[src/rtl/key_press_sequencer_pkg.sv]
// key_press_sequencer_pkg: shared FSM state encoding and keypad/color-bank widths
package key_press_sequencer_pkg;
   localparam int KEY_ADDR_W = 4;
   localparam int COLOR_W = 3;
   localparam int NUM_KEYS = 16;
   typedef enum logic [2:0] {
      IDLE = 3'd0,
      DEBOUNCE = 3'd1,
      WRITE = 3'd2,
      TONE = 3'd3,
      RELEASE = 3'd4
   } state_t;
endpackage

[src/rtl/key_press_sequencer_cycle_counter.sv]
// cycle_counter: up-counter with sync clear, enable and terminal compare
//   clk, rst : clock, sync active-high reset
//   clr, en  : clear to zero (wins over en), count up by one
//   term     : terminal value; done is high while the count equals it
module cycle_counter #(
   parameter int CNT_W = 25
) (
   input  logic             clk,
   input  logic             rst,
   input  logic             clr,
   input  logic             en,
   input  logic [CNT_W-1:0] term,
   output logic             done
);
   logic [CNT_W-1:0] cnt;
   always_ff @(posedge clk)
      if (rst || clr) cnt <= '0;
      else if (en) cnt <= cnt + 1'b1;
   assign done = cnt == term;
endmodule

[src/rtl/key_press_sequencer.sv]
// key_press_sequencer: debounces keypad presses into single color-bank writes plus a timed tone gate
//   clk, rst            : clock, sync active-high reset (shared with the color bank)
//   key_pos, key_opr    : raw key position and pressed flag from the scanner
//   wr_en/addr/data     : one-cycle color bank write (key color advanced by one, mod 8)
//   tone_addr, tone_en  : frequency-ROM address and PWM gate
//   busy                : high whenever the FSM is not idle
//   HOLD_TONE_EN        : when defined, tone_en stays high past TONE_CYCLES while the key is held
module key_press_sequencer
   import key_press_sequencer_pkg::*;
#(
   parameter int DEB_CYCLES = 500000,
   parameter int TONE_CYCLES = 25000000,
   parameter int CNT_W = 25
) (
   input  logic                  clk,
   input  logic                  rst,
   input  logic [KEY_ADDR_W-1:0] key_pos,
   input  logic                  key_opr,
   output logic                  wr_en,
   output logic [KEY_ADDR_W-1:0] wr_addr,
   output logic [COLOR_W-1:0]    wr_data,
   output logic [KEY_ADDR_W-1:0] tone_addr,
   output logic                  tone_en,
   output logic                  busy
);
   localparam logic [CNT_W-1:0] DEB_T = CNT_W'(DEB_CYCLES - 1);
   localparam logic [CNT_W-1:0] TONE_T = CNT_W'(TONE_CYCLES - 1);
   state_t state, nxt;
   logic [KEY_ADDR_W-1:0] pos_q, pos_d;
   logic [COLOR_W-1:0] shadow [NUM_KEYS];
   logic [COLOR_W-1:0] next_color;
   logic clr, en, done;
   assign next_color = shadow[pos_q] + 1'b1;
   cycle_counter #(.CNT_W(CNT_W)) u_cnt (
      .clk(clk),
      .rst(rst),
      .clr(clr),
      .en(en),
      .term(state == TONE ? TONE_T : DEB_T),
      .done(done)
   );
   always_comb begin
      nxt = state;
      pos_d = pos_q;
      clr = 1'b0;
      en = 1'b0;
      case (state)
         IDLE:
            if (key_opr) begin
               pos_d = key_pos;
               clr = 1'b1;
               nxt = DEBOUNCE;
            end
         DEBOUNCE:
            if (!key_opr) nxt = IDLE;
            else if (key_pos != pos_q) begin
               pos_d = key_pos;
               clr = 1'b1;
            end
            else if (done) nxt = WRITE;
            else en = 1'b1;
         WRITE: begin
            clr = 1'b1;
            nxt = TONE;
         end
         TONE:
            if (!done) en = 1'b1;
`ifdef HOLD_TONE_EN
            else if (!key_opr) begin
               clr = 1'b1;
               nxt = RELEASE;
            end
`else
            else begin
               clr = 1'b1;
               nxt = RELEASE;
            end
`endif
         RELEASE:
            if (key_opr) clr = 1'b1;
            else if (done) nxt = IDLE;
            else en = 1'b1;
         default: nxt = IDLE;
      endcase
   end
   // Outputs are registered from the next state so they line up with the state they describe.
   always_ff @(posedge clk) begin
      if (rst) begin
         state <= IDLE;
         pos_q <= '0;
         wr_en <= 1'b0;
         wr_addr <= '0;
         wr_data <= '0;
         tone_addr <= '0;
         tone_en <= 1'b0;
         busy <= 1'b0;
         for (int i = 0; i < NUM_KEYS; i++) shadow[i] <= '0;
      end
      else begin
         state <= nxt;
         pos_q <= pos_d;
         wr_en <= nxt == WRITE;
         tone_en <= nxt == TONE;
         busy <= nxt != IDLE;
         if (nxt == WRITE) begin
            wr_addr <= pos_q;
            wr_data <= next_color;
            tone_addr <= pos_q;
            shadow[pos_q] <= next_color;
         end
      end
   end
endmodule

[config.mk]
export PLATFORM = sky130hd
export DESIGN_NAME = key_press_sequencer
export DESIGN_NICKNAME = d
export VERILOG_FILES = /design/src/rtl/key_press_sequencer_pkg.sv /design/src/rtl/key_press_sequencer_cycle_counter.sv /design/src/rtl/key_press_sequencer.sv
export SDC_FILE = /design/constraint.sdc
export NUM_CORES = 1
export LEC_CHECK = 0
export BUFFER_PORTS_ARGS = -buffer_cell sky130_fd_sc_hd__buf_2
export CORE_ASPECT_RATIO = 0.8
export CORE_MARGIN = 2
export CORE_UTILIZATION = 48
export CTS_BUF_LIST = sky130_fd_sc_hd__clkbuf_4 sky130_fd_sc_hd__clkbuf_8
export DETAILED_ROUTE_END_ITERATION = 10
export SETUP_SLACK_MARGIN = 0.05
export SYNTH_ARGS = -nofsm -noshare
export SYNTH_HDL_FRONTEND = slang
export SYNTH_SLANG_ARGS = --single-unit
[constraint.sdc]
create_clock -name clk -period 4 [get_ports clk]
set_input_delay 0.2 -clock clk [delete_from_list [all_inputs] [get_ports clk]]
set_output_delay 0.2 -clock clk [all_outputs]
set_load 0.02 [all_outputs]
==> results.toml <==
[sta]
fin_setup_tns_ns = 0
maxSlewViolCount = 0
fmax_mhz = 308
rsz0062_at_grt = "no"
finalCritPeriodShare_pct = 81.3
relSlewSlack_pct = 25.0
fin_skew_ns = 0.0121
setup_ws_ns = 0.749
setup_viol = 0
fin_crit_ns = 3.25
hold_violations = 0
tightestPinTransition_ns = 1.13

[setup_path]
crit_end = "shadow[13][1]"
regToRegSetupSlack_ns = 0.75
worstReg2RegEnd = "shadow[13][1]"
cp.required_ns = 4.21
cp_num_buf_inv = 0
r2r_cells = 6
cp.depth = 6
critPathCaptureType = "flop"
worstSetupPathType = "flop to flop"
crit_fanout = 11
critPathMaxStageDelay_ns = 0.79
path_delay_family = "multiplexers"
cp_slowest_cell = "dfxtp_1"
start_kind = "flop"
cp.arrival_ns = 3.46
crit_top_cell = "mux4_2"
crit_path_cell_trace = "mux4_2, mux4_2, ha_1, nor2b_1, nand3_1, nor2_1"

[final_layout]
nets = 451
antenna_cells = 0
area_delta_synth_final_pct = 7.28
drive_above_1_share_pct = 15.0
fill_cells = 852

[yosys]
synth_top_family_by_area = "simple AND/OR/NAND/NOR gates"
avgSynthCellArea_um2 = 10.5
synth_area_leaders = "edfxtp_1 31%, dfxtp_1 20%, mux4_2 6.7%, o31ai_1 3.5%, or4_1 3.5%"
syn_inst = 445
synth_fa_ha_area_share_pct = 0.536
synth_xor_area_share_pct = 0.937
synthesis.nets = 454
synth.area.mux_share_pct = 8.70
synth_cell_types = 50
async_reset_ff_share_pct = 0
ys_seq_elements = 94
synth-compound-area-share_pct = 12.0
synth_top_area_cell = "edfxtp_1"
yosysMostFrequentCell = "edfxtp_1"
synthTopCellsByCount = "48 x edfxtp_1, 46 x dfxtp_1, 39 x nor2_1"
synth_edf_count = 48
synthesis.area_um2 = 4670
synth_top_area_share_pct = 30.9
ys_seq_area_share_pct = 50.6
yosys.area_share.simple_pct = 23.0
synth-main-ff-cell = "edfxtp_1"
ys_warn_count = 0

[global_route]
grt_max_degree = 50
grt_use_total_pct = 22.4
antenna_found_initial = 0
overflow = 0
grt_pass1_vias = 3405
grt_pass1_wl_mm = 18.1

[drt]
vias_per_cell = 6.52
vias = 3693
wl_per_cell_um = 19.6
drt_wl_total_mm = 11.1
final_antenna_net_count = 0
drtPass1Iterations = 5
drc = 0
drt_iter0_markers = 255

[clock_network]
root_buffer = "clkbuf_8"
clk_pin_slew_ns = 0.09
worstSkewPairLatency_ns = 0.36
post_cts_buffers = 0
cts_resized = 0
cts_hold_buf = 0
cts.sink_count = 94
numCtsBuffers = 9
max-clock-path-buffers = 2
cts_tree = "built"
htreeDepth = 3

[die]
start_util_pct = 48.8
placementRows = 32
pin_count = 21
die_area_um2 = 10500
core_um2 = 9570
die_x_um = 114
die_h_um = 92.2

[power]
power.density_nw_per_um2 = 372
ir_drop_uv = 279
power.leakage_nw = 1.49

[placed_design]
hpwl_mm = 7.49
place.gp.congestion = 0.851
pre_cts_ws_ns = 0.777
numPortBuffers = 20

[hold_path]
min_from = "key_pos[1]"
worstHoldPathType = "primary input to flop"

[job]
maxCapViolCount = 0

[run_status]
outcome = "complete, no violations"
## sequential cells by signal, summed over array words and instances (netlist names), named ones only
name	count
busy	1
pos_q	4
shadow	48
state	3
tone_addr	4
tone_en	1
u_cnt.cnt	25
wr_data	3
wr_en	1
## through the flow
stage / cells / total power, mW / util, % / hold slack [ns] / instance area (µm²)
after floorplan: 445 / 1.19 / - / 0.374 / 4670
after global placement: 550 / 1.24 / 50.3 / 0.472 / 4810
after detailed placement: 550 / 1.24 / 50.3 / 0.482 / 4810
after CTS: 566 / 1.87 / 52.4 / 0.128 / 5010
after global routing: 566 / 1.93 / 52.4 / 0.163 / 5010
final: 566 / 1.86 / 52.4 / 0.141 / 5010
## layout make-up
| cell class | count | area [µm²] | area share [%] |
|---|---|---|---|
| repair buffers | 27 | 153 | 3.05 |
| inverters | 4 | 15.0 | 0.300 |
| flip-flops and latches | 94 | 2360 | 47.1 |
| multi-input cells | 306 | 2130 | 42.6 |
| clock buffers | 11 | 139 | 2.77 |
| clock inverters | 5 | 61.3 | 1.22 |
| well taps | 119 | 149 | 2.97 |
## logic make-up (layout without fill, tap and decap cells)
logic type	count (synthesis)	after routing
AO/OA/AOI/OAI	89	89
XOR/XNOR	5	5
adder cells (fa/ha/maj)	2	2
buffers and inverters	45	47
flip-flops	94	94
multiplexers	23	23
AND/OR/NAND/NOR	187	187
## worst register-to-register path, stage by stage (launching register included)
cell and delay [ns]:
dfxtp_1 0.79, mux4_2 0.61, mux4_2 0.57, ha_1 0.35, nor2b_1 0.41, nand3_1 0.23
nor2_1 0.14
## layer usage
| layer | track usage (%) | wire [µm] | share of wire [%] | vias up |
|---|---|---|---|---|
| met2 | 31.3 | 4670 | 42 | 134 |
| met1 | 34.3 | 5470 | 49 | 1820 |
| met4 | 6.20 | 145 | 1.3 | 0 |
| met5 | 0 | 0 | 0 | - |
| met3 | 5.42 | 789 | 7.1 | 17 |
| li1 | - | - | - | 1722 |
## power breakdown
part	switching (mW)	internal (mW)	leakage (nW)	total [mW]
combinational	0.0943	0.0605	0.572	0.155
sequential	0.0265	1.04	0.828	1.07
clock	0.338	0.304	0.0926	0.642
total	0.459	1.40	1.49	1.86
## placed cells by master, fill, tap and decap left out, drive strengths merged, types with 7 or more instances in the layout
cell type	netlist	routed
nand2b	7	7
mux4	14	14
nor3	12	12
clkbuf	26	11
or4	22	22
edfxtp	48	48
nor2	39	39
nand4	12	12
mux2i	8	8
or3	8	8
o31ai	22	22
nor4	16	16
nand2	17	17
a21oi	30	30
o21ai	25	25
nand3	25	25
buf	15	27
dfxtp	46	46
## how the worst min path moves through the flow
stage	cells after the start	slack (ns)	endpoint
2_1_floorplan	2	0.37	flop
3_3_place_gp	2	0.47	tone_addr[1]
3_5_place_dp	2	0.48	tone_addr[1]
4_1_cts	3	0.13	pos_q[1]
5_1_grt	3	0.16	pos_q[1]
6_report	3	0.14	pos_q[1]
Note: power is estimated with default switching activity, not from simulation.
